[src/rtl/uart_transmitter_if.sv]
// uart_transmitter_if: byte handshake and serial line between a byte producer
// (master) and the UART transmitter (slave). The producer drives
// transmit_byte/tran_data and watches tx_busy to pace itself. The transmitter
// drives tx_busy and the serial line tx.
interface uart_transmitter_if;
  logic [7:0] transmit_byte;
  logic       tran_data;
  logic       tx_busy;
  logic       tx;

  // Byte producer side
  modport master (
    output transmit_byte,
    output tran_data,
    input  tx_busy,
    input  tx
  );

  // Transmitter side
  modport slave (
    input  transmit_byte,
    input  tran_data,
    output tx_busy,
    output tx
  );
endinterface

[src/rtl/uart_transmitter.sv]
// uart_transmitter: sends one byte per accepted request as an LSB-first UART
// frame.
//   Default build      : 8N1 (start, 8 data, stop) = 10 bit periods.
//   TX_PARITY_EN macro : 8E1 (start, 8 data, even parity, stop) = 11 bit periods.
// A request is accepted only from IDLE. tx and tx_busy are registered and
// change on the accepting edge. Reset is asynchronous and active-low. It drops
// any frame in flight and returns the line to idle-high at once.
module uart_transmitter #(
  parameter int CLKS_PER_BIT = 868
) (
  input  logic              clock,
  input  logic              reset,
  uart_transmitter_if.slave tx_if
);

  // Baud counter sizing: counts 0..CLKS_PER_BIT-1
  localparam int            CW      = $clog2(CLKS_PER_BIT);
  localparam logic [CW-1:0] CNT_MAX = CW'(CLKS_PER_BIT - 1);

  // Frame state encoding
  localparam logic [2:0] IDLE   = 3'd0;
  localparam logic [2:0] START  = 3'd1;
  localparam logic [2:0] DATA   = 3'd2;
  localparam logic [2:0] STOP   = 3'd3;
`ifdef TX_PARITY_EN
  localparam logic [2:0] PARITY = 3'd4;
`endif

  logic [2:0]    state_reg, state_next;
  logic [CW-1:0] cnt_reg,   cnt_next;
  logic [2:0]    idx_reg,   idx_next;
  logic [7:0]    shift_reg, shift_next;
  logic          tx_reg,    tx_next;
  logic          busy_reg,  busy_next;
`ifdef TX_PARITY_EN
  logic          parity_reg, parity_next;
`endif

  // End of the current bit period: the counter is on its last count
  logic bit_end;
  assign bit_end = (cnt_reg == CNT_MAX);

  // Outputs come straight from registers, so they are glitch-free
  assign tx_if.tx      = tx_reg;
  assign tx_if.tx_busy = busy_reg;

  // Next-state logic: baud timing, bit sequencing and line value
  always_comb begin
    state_next = state_reg;
    cnt_next   = cnt_reg;
    idx_next   = idx_reg;
    shift_next = shift_reg;
    tx_next    = tx_reg;
    busy_next  = busy_reg;
`ifdef TX_PARITY_EN
    parity_next = parity_reg;
`endif

    // The counter runs in every non-idle state. A bit end wraps it to 0, and
    // every state change happens on a bit end, so each new state starts from 0.
    if (state_reg != IDLE) begin
      cnt_next = bit_end ? '0 : cnt_reg + CW'(1);
    end

    case (state_reg)
      IDLE: begin
        tx_next   = 1'b1;
        busy_next = 1'b0;
        if (tx_if.tran_data) begin
          // Accept: the start bit goes onto the line at this same edge
          shift_next = tx_if.transmit_byte;
          cnt_next   = '0;
          idx_next   = 3'd0;
          busy_next  = 1'b1;
          tx_next    = 1'b0;
          state_next = START;
`ifdef TX_PARITY_EN
          parity_next = ^tx_if.transmit_byte;
`endif
        end
      end

      START: begin
        if (bit_end) begin
          tx_next    = shift_reg[0];
          idx_next   = 3'd0;
          state_next = DATA;
        end
      end

      DATA: begin
        if (bit_end) begin
          shift_next = {1'b0, shift_reg[7:1]};
          if (idx_reg == 3'd7) begin
            // Last data bit done. The index stays at 7 and does not wrap.
`ifdef TX_PARITY_EN
            tx_next    = parity_reg;
            state_next = PARITY;
`else
            tx_next    = 1'b1;
            state_next = STOP;
`endif
          end else begin
            // The next LSB is the bit that the shift moves into position 0
            idx_next = idx_reg + 3'd1;
            tx_next  = shift_reg[1];
          end
        end
      end

`ifdef TX_PARITY_EN
      PARITY: begin
        if (bit_end) begin
          tx_next    = 1'b1;
          state_next = STOP;
        end
      end
`endif

      STOP: begin
        if (bit_end) begin
          // Busy drops here, so a request in the next cycle starts back-to-back
          tx_next    = 1'b1;
          busy_next  = 1'b0;
          state_next = IDLE;
        end
      end

      default: begin
        // Unreachable encodings recover to a quiet idle line
        state_next = IDLE;
        cnt_next   = '0;
        idx_next   = 3'd0;
        tx_next    = 1'b1;
        busy_next  = 1'b0;
      end
    endcase
  end

  // State registers with asynchronous active-low reset (truncates any frame)
  always_ff @(posedge clock or negedge reset) begin
    if (!reset) begin
      state_reg <= IDLE;
      cnt_reg   <= '0;
      idx_reg   <= 3'd0;
      shift_reg <= 8'd0;
      tx_reg    <= 1'b1;
      busy_reg  <= 1'b0;
    end else begin
      state_reg <= state_next;
      cnt_reg   <= cnt_next;
      idx_reg   <= idx_next;
      shift_reg <= shift_next;
      tx_reg    <= tx_next;
      busy_reg  <= busy_next;
    end
  end

`ifdef TX_PARITY_EN
  // Even-parity bit for the frame in flight, captured at acceptance
  always_ff @(posedge clock or negedge reset) begin
    if (!reset) begin
      parity_reg <= 1'b0;
    end else begin
      parity_reg <= parity_next;
    end
  end
`endif

endmodule

[src/flat_wrapper.sv]
// flat-port wrapper written by rule: the top's interface ports become plain ports
module uart_transmitter_flat 
#(
  parameter int CLKS_PER_BIT = 868
)
  (clock, reset, tx_if_transmit_byte, tx_if_tran_data, tx_if_tx_busy, tx_if_tx);
  uart_transmitter_if tx_if_i ();
  input  logic clock;
  input  logic reset;
  input wire logic [$bits(tx_if_i.transmit_byte)-1:0] tx_if_transmit_byte;
  input wire logic [$bits(tx_if_i.tran_data)-1:0] tx_if_tran_data;
  output wire logic [$bits(tx_if_i.tx_busy)-1:0] tx_if_tx_busy;
  output wire logic [$bits(tx_if_i.tx)-1:0] tx_if_tx;
  assign tx_if_i.transmit_byte = tx_if_transmit_byte;
  assign tx_if_i.tran_data = tx_if_tran_data;
  assign tx_if_tx_busy = tx_if_i.tx_busy;
  assign tx_if_tx = tx_if_i.tx;
  uart_transmitter #(.CLKS_PER_BIT(CLKS_PER_BIT)) u_core (.clock(clock), .reset(reset), .tx_if(tx_if_i));
endmodule
[config.mk]
export PLATFORM = sky130hd
export DESIGN_NAME = uart_transmitter_flat
export DESIGN_NICKNAME = d
export VERILOG_FILES = /design/src/rtl/uart_transmitter_if.sv /design/src/rtl/uart_transmitter.sv /design/src/flat_wrapper.sv
export SDC_FILE = /design/constraint.sdc
export NUM_CORES = 1
export LEC_CHECK = 0
export ABC_AREA = 1
export CORE_ASPECT_RATIO = 2
export CORE_MARGIN = 5
export CORE_UTILIZATION = 43
export CTS_CLUSTER_DIAMETER = 50
export DETAILED_ROUTE_END_ITERATION = 16
export GPL_TIMING_DRIVEN = 0
export PLACE_DENSITY = 0.6
export SETUP_SLACK_MARGIN = 0.15
export SLEW_MARGIN = 20
export SYNTH_ARGS = -nofsm -noshare
export SYNTH_HDL_FRONTEND = slang
export SYNTH_SLANG_ARGS = --single-unit
[constraint.sdc]
create_clock -name clock -period 3 [get_ports clock]
set_input_delay 0.3 -clock clock [delete_from_list [all_inputs] [get_ports clock]]
set_output_delay 0.3 -clock clock [all_outputs]
set_load 0.02 [all_outputs]
### Yosys cells after proc, flatten, opt, wreduce, memory -nomap -nowiden

Cells that the tools add are included.

* word-level logic and storage cells: 57
* register bits after elaboration: 26

* bitwise operators: 2
* multiplexer cells: 26
* eq/ne operators: 11
* add/subtract/negate cells: 2
* reduce and logical (&&, ||, !) cells: 10

Operators by type and width (number)
* $mux W10: 3
* $mux W3: 8
* $pmux W3 S4: 2
* $pmux W10 S2: 1
* $mux W8: 2
* $pmux W8 S2: 1
* $add A10 B1 Y10 const B: 1
* $eq A10 B10 Y1 const B: 1
* $reduce_and A5 Y1: 2
* $ne A2 B1 Y1 const B: 4
* $mux W1: 7
* $eq A3 B2 Y1 const B: 2
* $reduce_and A3 Y1: 2
* $ne A2 B2 Y1 const B: 2
* $pmux W1 S4: 1
* $add A3 B1 Y3 const B: 1
* $eq A3 B1 Y1 const B: 1
* $eq A3 B3 Y1 const B: 1
* $logic_not A3 Y1: 1
* $pmux W1 S3: 1
* $reduce_bool A3 Y1: 1
* $reduce_or A3 Y1: 1
* $not A1 Y1: 2
* $reduce_and A2 Y1: 1
* 2 further kinds: 2

### Depth between registers and ports, before layout

Gate-level depths: netlist (run 1).

* depth in word-level cells: 5
* depth in mapped cells: 10

### Worst setup path after synthesis (run 1)

No wires, ideal clock.

* path kind: register -> register
* start point: register u_core.state_reg[0]
* end point: register u_core.shift_reg[4]
* arrival: 1.341 ns
* stages on the path, launching flop included: 10
* period minus slack after synthesis: 1.463 ns
* slack: 1.537 ns
* cells stage by stage: dfrtp_1 > inv_1 > ha_1 > inv_2 > nor2_4 > nor2_1 > nand2_4 > buf_6 > nand2_2 > o21ai_2

* longest elaborated chain between the ends: 3
* elaborated cells on any way between the ends: 7

RTL lines
* from (decl): line uart_transmitter.sv:29 `logic [2:0] state_reg, state_next;`
* from (signal assigned): line uart_transmitter.sv:150 `state_reg <= state_next;`
* $eq A3 B2 Y1 or $logic_not A3 Y1 (tied branches): line uart_transmitter.sv:65 `case (state_reg)`
* $ne A2 B1 Y1 (no line) (tied with other cells)
* $reduce_and A3 Y1 (no line)
* to (signal assigned): line uart_transmitter.sv:153 `shift_reg <= shift_next;`
* to (decl): line uart_transmitter.sv:32 `logic [7:0] shift_reg, shift_next;`

Several ways; a longest one is shown, not always the timed one.
A chain may end at the register's enable or synchronous reset.

### Worst setup path in the final report (run 1)

* start point: register u_core.state_reg[0]
* end point: register u_core.tx_reg (netlist: u_core.tx_if.tx)

* longest elaborated chain between the ends: 3
* elaborated cells on any way between the ends: 9

RTL lines
* $eq A3 B2 Y1 or $eq A3 B1 Y1 (tied branches): line uart_transmitter.sv:65
* $ne A2 B1 Y1 (no line)
* $reduce_and A3 Y1 (no line)
* to (signal assigned): line uart_transmitter.sv:154 `tx_reg <= tx_next;`
* to (decl): line uart_transmitter.sv:33 `logic tx_reg, tx_next;`

Several ways; a longest one is shown, not always the timed one.

==> results, run 1 <==
- The number of placed instances, taps included, is 217.
- For the worst setup path, the data required time is between 3 and 4 ns.
- For this design the top-level I/O count stands at 13.
- Of the total synthesized cell area, the portion taken by XOR and XNOR cells is 0.02426.
- Of all nets on the critical path, the largest fanout is 8.
- Once placement finished, the instance area stood at around 0.0016 sq mm.
- The leading cell type by number of instances after synthesis is nand2_1.
- The cell at the root of the clock tree is clkbuf_8.
- The sink count of the clock tree is 25.
- After legalization and detailed placement, the total HPWL measured 2.366 mm.
- The count of warnings emitted by yosys is 0.
- The shortest period the worst path allows is between 1.5 and 2 ns.
- The final antenna-violating net count is 0.
- The share of the Yosys chip area taken by registers is 0.4341.
- The net total in the final layout is roughly 210.
- Max-cap violations in this run came to 0.
- The routed via count is between 1000 and 1500.
- The switching share of power is 0.4430.
- The number of flops mapped to enable cells by yosys is 0.
- At the pin with the least slew margin, the transition time is 0.5742 ns.
- By count the netlist is led by 51 x nand2_1, 24 x dfrtp_1, 17 x inv_1, 17 x nor2_1, 9 x o21ai_2.
- The horizontal extent of the die is just over 50 microns.
- Synthesis produced a netlist whose cell count is between 150 and 200.
- The final setup skew is ~0.0046 ns.
- The die footprint is between 0.004 and 0.005 sq mm.
- The register with the most flip-flops in the layout has 10 of them.
- The clock passes through at most 2 buffers.
- The antenna cell count is 0.
- After detailed routing, the number of remaining DRC violations is 0.
- In the final routed layout, each cell accounts on average for 13.48 microns.
- The minimum setup slack after placement is 1.274 ns.
- The largest family of logic cells by synthesized area is simple AND/OR/NAND/NOR gates.
- The initial cell density of the core is 0.4522.
- The number of buffers inserted to repair setup after CTS is 0.
- The number of clock buffers added by TritonCTS is 3.
- Of the total synthesized cell area, the portion taken by AND, OR, NAND and NOR gates is 0.2816.
- The number of hold violations in the final report came to 0.
- Setup repair after global routing left no endpoint under its margin.
- The height of the die is 91.95 microns.
- The initial antenna violation count is 0.
- Dividing the final minimum period by the clock period gives 0.5742.
- Of the total power, combinational logic draws 0.513.
- The TritonCTS clock tree is built.
- The compound-cell area share of the yosys netlist is 0.09965.
- Setup total negative slack on the finished layout was measured at 0 ns.
- The kind of capture point of the worst setup path is a flop.
- The summed instance area of the synthesized netlist is about 0.0014 sq mm.
- The cell row count is 29.
- The DRC violation total after the first TritonRoute iteration is 17.
- For this run, the leading register cell type out of synthesis is dfrtp_1.
- The share of synthesized area spent on multiplexers is 0.04159.
- The worst relative slew slack is 0.6172.
- The fraction of synthesized cell area taken by the top area cell type is 0.4159.
- The synthesized-area fraction occupied by adder cells is 0.06066.
- Dividing the detail-routed via count by the number of cells gives slightly above 5.
- The final global-route overflow total is 0.
- Synthesis instantiated 25 different standard cells from the library.
- Summed over all cells, the static leakage comes to about 0.77 nW.
- STA classifies the critical path startpoint as a flop.
- The ratio of total power to cell area is about 900 mW/mm^2.
- dfrtp_1 takes more of the synthesized area than any other cell.
- The share of layout cells above drive strength 1 is 0.1474.
- The number of port buffers is 12.
- The area of all placed cells without fillers is around 0.0016 sq mm.
- Relative to the synthesized area, the layout overhead comes to 13.87%.
- The run finished with clean final reports.
- The data arrival time of the worst path is about 1.9 ns.
- The class of the tightest hold or removal check is in2async.
- In this run, post-CTS repair resized a total of 0 instances.
- In the post-synthesis netlist, the biggest area contributors are dfrtp_1 42%, nand2_1 13%, ha_1 6.1%, o21ai_2 5.5%, inv_1 4.4%.
- The share of total power dissipated in sequential elements is 0.355.
- The via count of the first global-routing pass is between 1000 and 1500.
- When the netlist entered floorplanning its net count stood at 192.
- The first global-routing pass estimated between 5 and 6 mm of wire.
- Setup violations remaining at the end of the flow were counted as 0.
- The source-to-sink clock delay at the later pin of the worst-skew pair is 0.27 ns.
- The finished layout holds approximately 220 standard cells, fillers aside.
- In this run the standard cell core region covers 0.003193 sq mm.
- The first detailed-routing pass took 4 iterations.
- The clock edge transition at the registers on the reported setup and hold paths is 0.09 ns.
- The critical path is of the reg2reg type.
- The number of pins exceeding their max-slew limit in the final report is 0.
- For this run, the total global-route usage over all layers was measured as 0.1438.
- The final worst slack is 1.277 ns.
- The internal portion of the total power is 845.8 uW.
- VDD sags by at most 0.5419 mV.
- CTS built an H-tree with a depth of 1.
- Derived from the worst setup path, the maximum achievable clock frequency is between 0.5 and 0.6 GHz.
- Entering global routing, the biggest net connects 26 pins.
- The beginning of the critical path is u_core.state_reg[0]$_DFFE_PN0P_.
- The routed design has 2.979 mm of wire.
- The power dissipated by switching net loads is 672.7 uW.
- The average instance in the mapped netlist occupies about 8.3 sq um.
- Of the total power, the clock network draws 0.132.
- The proportion of register bits with asynchronous set or reset after synthesis is 1.000.
- Fill cells in the final layout number approximately 330.
- The number of hold buffers added after CTS was 0.
- The routability congestion estimate from global placement is between 0.7 and 0.8.
- The launch instance of the worst register-to-register path is u_core.state_reg[0]$_DFFE_PN0P_.
- The synthesis-stage register bit count is 25.
-- cells by family after synthesis --
| family | count (synthesis) |
|---|---|
| multiplexers | 6 |
| buffers and inverters | 20 |
| AND/OR/NAND/NOR | 91 |
| adder cells (fa/ha/maj) | 7 |
| AO/OA/AOI/OAI | 21 |
| flip-flops | 25 |
| XOR/XNOR | 4 |
-- path summary, 6_finish.rpt --
| kind | end | slack, ns | depth (start not counted) |
|---|---|---|---|
| hold / removal | u_core.cnt_reg[5]$_DFF_PN0_ | 0.02 | 1 |
| max in group asynchronous | u_core.cnt_reg[9]$_DFF_PN0_ | 2.60 | 1 |
| setup reg to reg | u_core.tx_if.tx$_DFFE_PN1P_ | 1.28 | 8 |
| setup / recovery | u_core.tx_if.tx$_DFFE_PN1P_ | 1.28 | 8 |
| min in group clock | u_core.idx_reg[2]$_DFFE_PN0P_ | 0.49 | 2 |
| hold reg to reg | u_core.idx_reg[2]$_DFFE_PN0P_ | 0.49 | 2 |
-- worst max-delay path, stage by stage, from the launching register on --
cell and delay, ns:
dfrtp_1 0.42, inv_1 0.08, ha_1 0.27, inv_2 0.16
nor2_4 0.08, nor2_1 0.27, nand4_1 0.17, nand2_1 0.09
o21ai_0 0.09
-- power groups by stage --
stage	combinational, mW	sequential, mW	clock [mW]
after global routing	0.891	0.558	0.221
after CTS	0.796	0.541	0.207
after detailed placement	0.796	0.546	0
after global placement	0.777	0.539	0
final	0.778	0.539	0.201
after floorplan	0.602	0.537	0
-- routing by layer --
metal | global-route usage | share of wire | vias up
li1 | - | - | 586
met1 | 0.1446 | 0.37 | 542
met2 | 0.2832 | 0.60 | 10
met3 | 0.01461 | 0.022 | 2
met4 | 0.05117 | 0.0094 | 0
met5 | 0 | 0 | -
-- cell usage in the layout, fill, tap and decap left out --
| master | netlist | layout |
|---|---|---|
| nand2_2 | 4 | 4 |
| or2_2 | 1 | 1 |
| nand2_1 | 51 | 51 |
| clkinv_2 | 0 | 1 |
| o21bai_1 | 1 | 1 |
| o21ai_0 | 7 | 7 |
| nor2_4 | 1 | 1 |
| dfstp_2 | 1 | 1 |
| nand4_1 | 6 | 6 |
| clkbuf_8 | 0 | 3 |
| o21ai_2 | 9 | 9 |
| xor2_1 | 4 | 4 |
| buf_2 | 1 | 2 |
| nand3_2 | 1 | 1 |
| nand3b_1 | 1 | 1 |
| a21boi_0 | 1 | 1 |
| dfrtp_1 | 24 | 24 |
| nand2_4 | 1 | 1 |
| nor2_2 | 2 | 2 |
| mux2i_1 | 6 | 6 |
| clkdlybuf4s50_1 | 0 | 11 |
| inv_1 | 17 | 17 |
| a21oi_1 | 3 | 3 |
| nand3_1 | 6 | 6 |
| nor2_1 | 17 | 17 |
| ha_1 | 7 | 7 |
| inv_2 | 1 | 1 |
| buf_6 | 1 | 1 |
-- metrics by stage --
| step | util | hold slack, ns | total power, mW |
|---|---|---|---|
| 6_report | 0.5149 | 0.01612 | 1.519 |
| 4_1_cts | 0.5149 | 0.03462 | 1.544 |
| 3_5_place_dp | 0.5004 | 0.3321 | 1.342 |
| 2_1_floorplan | - | 0.004409 | 1.139 |
| 3_3_place_gp | 0.5020 | 0.4618 | 1.316 |
| 5_1_grt | 0.5149 | 0.05456 | 1.670 |
-- cell type report --
type                            count  area [sq um]  share of cell area
Clock buffer                        3         41.29             0.02511
Inverter                           18         67.56             0.04110
Sequential cell                    25         626.9              0.3813
Buffer                              2         16.27            0.009893
Multi-Input combinational cell    129         733.2              0.4460
Timing Repair Buffer               12         115.1             0.07001
Tap cell                           31         38.79             0.02359
Clock inverter                      1         5.005            0.003044
No activity file was read; power rests on OpenSTA's default activity.
==> run 2, diff against run 1 <==
==> constraint.sdc (replaced) <==
create_clock -name clock -period 1.6 [get_ports clock]
set_input_delay 0.16 -clock clock [delete_from_list [all_inputs] [get_ports clock]]
set_output_delay 0.16 -clock clock [all_outputs]
set_load 0.02 [all_outputs]
==> results, run 2 (same netlist as run 1, synthesis figures left out) <==
- The critical path start-end classification is reg2reg.
- The count of TritonRoute iterations in the first routing pass is 4 (unchanged).
- The number of buffers created by CTS is 3 (unchanged).
- The final global-route overflow total is 0 (unchanged).
- Routed signal wires occupy layers up through met4.
- The number of hold violations in the final report came to 0 (unchanged).
- The routability congestion estimate from global placement is 0.7469 (-1.4%).
- The DRC violation total after the first TritonRoute iteration came to 32 (+15).
- The worst setup path is launched from a flop.
- The wire length after detailed routing is 3.276 mm (+10%).
- The cell row count is 29 (unchanged).
- The transition time at the pin with the least slew margin is 0.5853 ns (+0.01111 ns).
- The total DRC errors in the routed layout is 0 (unchanged).
- The number of port buffers is 12 (unchanged).
- The filler cell count is 276 (-16%).
- The core area came to 0.003193 sq mm (unchanged).
- The met3 layer wire length in the routed design came to 86 microns (+30%).
- The standard cell area after detailed placement is 0.001600 sq mm (+0.16%).
- The final cell utilization of the core is 0.6203 (+0.1054).
- The via count of the first global-routing pass is 1337 (+9.6%).
- The tree is rooted in a clkbuf_8.
- The I/O pin total is 13 (unchanged).
- The ratio of total power to cell area is 1924 mW/mm^2 (+110%).
- The final worst slack is 0.1361 ns (-1.141 ns).
- The antenna cell count was 0 (unchanged).
- The number of flip-flops under the largest register name is 10 (unchanged).
- The average wire length per cell after detail routing is 13.76 microns (+2.1%).
- The final antenna-violating net count is 0 (unchanged).
- The maximum clock frequency is 0.6831 GHz (+18%).
- The amount of wire on met2 after detailed routing was 1.970 mm (+10%).
- The horizontal extent of the die is 50.98 microns (unchanged).
- The power dissipated by switching net loads is 1.603 mW (+140%).
- The minimum setup slack after placement is -0.1302 ns (-1.404 ns).
- Setup repair after global routing could not meet its margin everywhere.
- The area used by multi-input combinational logic came to 874.6 sq um (+19%).
- The cell-internal power is 2.207 mW (+160%).
- The area of all placed cells without fillers is 0.001981 sq mm (+20%).
- STA classifies the critical path endpoint as a flop.
- The global-route total usage across every layer is 0.1570 (+0.01319).
- The clock edge transition at the registers on the reported setup and hold paths is 0.08 ns (about the same).
- The sequential group share of total power is 0.266 (-0.089).
- The number of pins exceeding their max-slew limit in the final report is 0 (unchanged).
- The clock network fraction of total power came to 0.101 (-0.031).
- The peak supply drop came to 1.334 mV (+150%).
- The worst relative slew slack is 0.6098 (-0.007408).
- The total of endpoints with negative setup slack in the final report came to 0 (unchanged).
- The net total in the final layout is 226 (+8.1%).
- The pin count of the biggest net entering global routing came to 26 (unchanged).
- The standby leakage power came to 0.8890 nW (+15%).
- In the layout the commonest cells are 43 x nand2_1, 24 x dfrtp_1, 14 x nor2_1, 12 x inv_1.
- The TritonCTS clock tree is built.
- The number of vias per cell is 5.218 (+1.2%).
- From synthesis to final layout, the design area changed by 37.18%.
- The H-tree depth is 1 (unchanged).
- The number of placed instances with taps included is 217 (unchanged).
- The detailed placer's ending HPWL is 2.331 mm (-1.5%).
- The sink count of the clock tree is 25 (unchanged).
- The fraction of the cycle the final worst path needs is 0.9149 (+0.3407).
- The required time at the worst-slack endpoint is 1.77 ns (-1.42 ns).
- The source-to-sink clock delay at the later pin of the worst-skew pair is 0.27 ns (about the same).
- The storage element area is 626.9 sq um (unchanged).
- The worst-case reg-to-reg path depth is 9 (+1).
- The total negative slack is 0 ns (unchanged).
- The share of layout cells above drive strength 1 is 0.3237 (+0.1763).
- The switching share of power was 0.4207 (-0.02222).
- The combinational cell fraction of total power is 0.633 (+0.120).
- The wire length of the first global-routing pass is 5.823 mm (+7.9%).
- The routed via count is 1242 (+8.9%).
- The die footprint came to 0.004687 sq mm (unchanged).
- The data arrival time of the worst path is 1.64 ns (-0.28 ns).
- Leaving out fill and tap cells, the most frequent cell in the layout is nand2_1.
- The flow ran to the end, and the final reports show no timing, DRC or antenna violations.
- The routed length on met1 is 1.126 mm (+2.7%).
- The final standard cell count with taps included and fillers excluded came to 238 (+7.7%).
- The class of the tightest hold or removal check is in2async.
- The final setup skew is 0.002512 ns (-0.002092 ns).
- The shortest period the worst path allows came to 1.464 ns (-0.2588 ns).
- The count of max-cap constraint violations is 0 (unchanged).
- The initial cell density of the core is 0.4522 (unchanged).
- The initial antenna violation count is 0 (unchanged).
- The clock tree buffer depth is 2 (unchanged).
- The maximum net fanout on the critical path is 5 (-3).
- The height of the die is 91.95 microns (unchanged).
==> run 2: cell count changes in the layout (fill, tap and decap cells not counted), moves of 3 or more <==
cell	change
nor2_4	+4
inv_2	+4
ha_4	+3
inv_1	-5
o21ai_1	+3
buf_4	+10
nand2_2	+6
o21ai_0	-4
nor2_1	-3
ha_1	-4
buf_6	+4
nand2_1	-8
==> run 2: stage by stage <==
| step | hold WS, ns | power (mW) |
|---|---|---|
| after global placement | 0.4617 | 2.478 |
| after CTS | 0.4414 | 3.589 |
| after floorplan | -0.1356 | 2.144 |
| after global routing | 0.4766 | 4.123 |
| final | 0.4182 | 3.810 |
| after detailed placement | 0.1984 | 2.522 |
==> run 2: worst max-delay path: stages, from the launching register on <==
cell and delay, ns:
dfrtp_1 0.43, inv_2 0.12, ha_4 0.18, inv_6 0.04, nor2_4 0.18, inv_2 0.08, o21ai_1 0.10, inv_2 0.08
nand3b_1 0.09, nand2_1 0.06
==> run 2: routing by layer <==
metal	global-route usage	vias up
li1	-	624
met1	0.1518	593
met2	0.3019	18
met3	0.02110	7
met4	0.07676	0
met5	0	-
==> run 2: layout make-up <==
cell class | instances | share of cell area
tap | 31 | 0.01958
clock buffer | 4 | 0.02274
sequential | 25 | 0.3165
multi-input combinational | 129 | 0.4416
buffer | 2 | 0.01579
timing repair buffer | 29 | 0.1472
inverter | 18 | 0.03664
==> run 2: timing repair <==
item,CTS,global route
resized for setup,29,24
pin swaps,8,14
gates cloned,1,0
endpoints found under the setup margin,22,20
hold buffers,1,0
buffers inserted,12,3
endpoints found under the hold margin,24,0
==> run 2: worst paths after layout <==
kind / startpoint / endpoint / slack (ns)
worst max register to register: u_core.state_reg[0]$_DFFE_PN0P_ / u_core.state_reg[0]$_DFFE_PN0P_ / 0.14
worst min register to register: u_core.tx_if.tx$_DFFE_PN1P_ / u_core.tx_if.tx$_DFFE_PN1P_ / 0.48
max in group asynchronous: reset / u_core.state_reg[0]$_DFFE_PN0P_ / 0.80
worst min-delay path: reset / u_core.cnt_reg[5]$_DFF_PN0_ / 0.42
worst max-delay path: u_core.state_reg[0]$_DFFE_PN0P_ / u_core.state_reg[0]$_DFFE_PN0P_ / 0.14
min in group clock: tx_if_transmit_byte[7] / u_core.shift_reg[7]$_DFFE_PN0P_ / 0.47
==> run 2: power groups by stage <==
| stage | combinational, mW | sequential [mW] | clock (mW) |
|---|---|---|---|
| 6_report | 2.41 | 1.01 | 0.385 |
| 5_1_grt | 2.66 | 1.04 | 0.420 |
| 4_1_cts | 2.19 | 1.01 | 0.391 |
| 3_5_place_dp | 1.50 | 1.02 | 0 |
| 3_3_place_gp | 1.47 | 1.01 | 0 |
| 2_1_floorplan | 1.14 | 1.01 | 0 |
==> run 3, diff against run 2 <==
--- a/config.mk
+++ b/config.mk
@@ -6,6 +6,7 @@
 export NUM_CORES = 1
 export LEC_CHECK = 0
 export ABC_AREA = 1
+export ABC_CLOCK_PERIOD_IN_PS = 1600
 export CORE_ASPECT_RATIO = 2
 export CORE_MARGIN = 5
 export CORE_UTILIZATION = 43
==> results of run 3 <==
Final layout, timing and power as in run 2 (identical DEF).
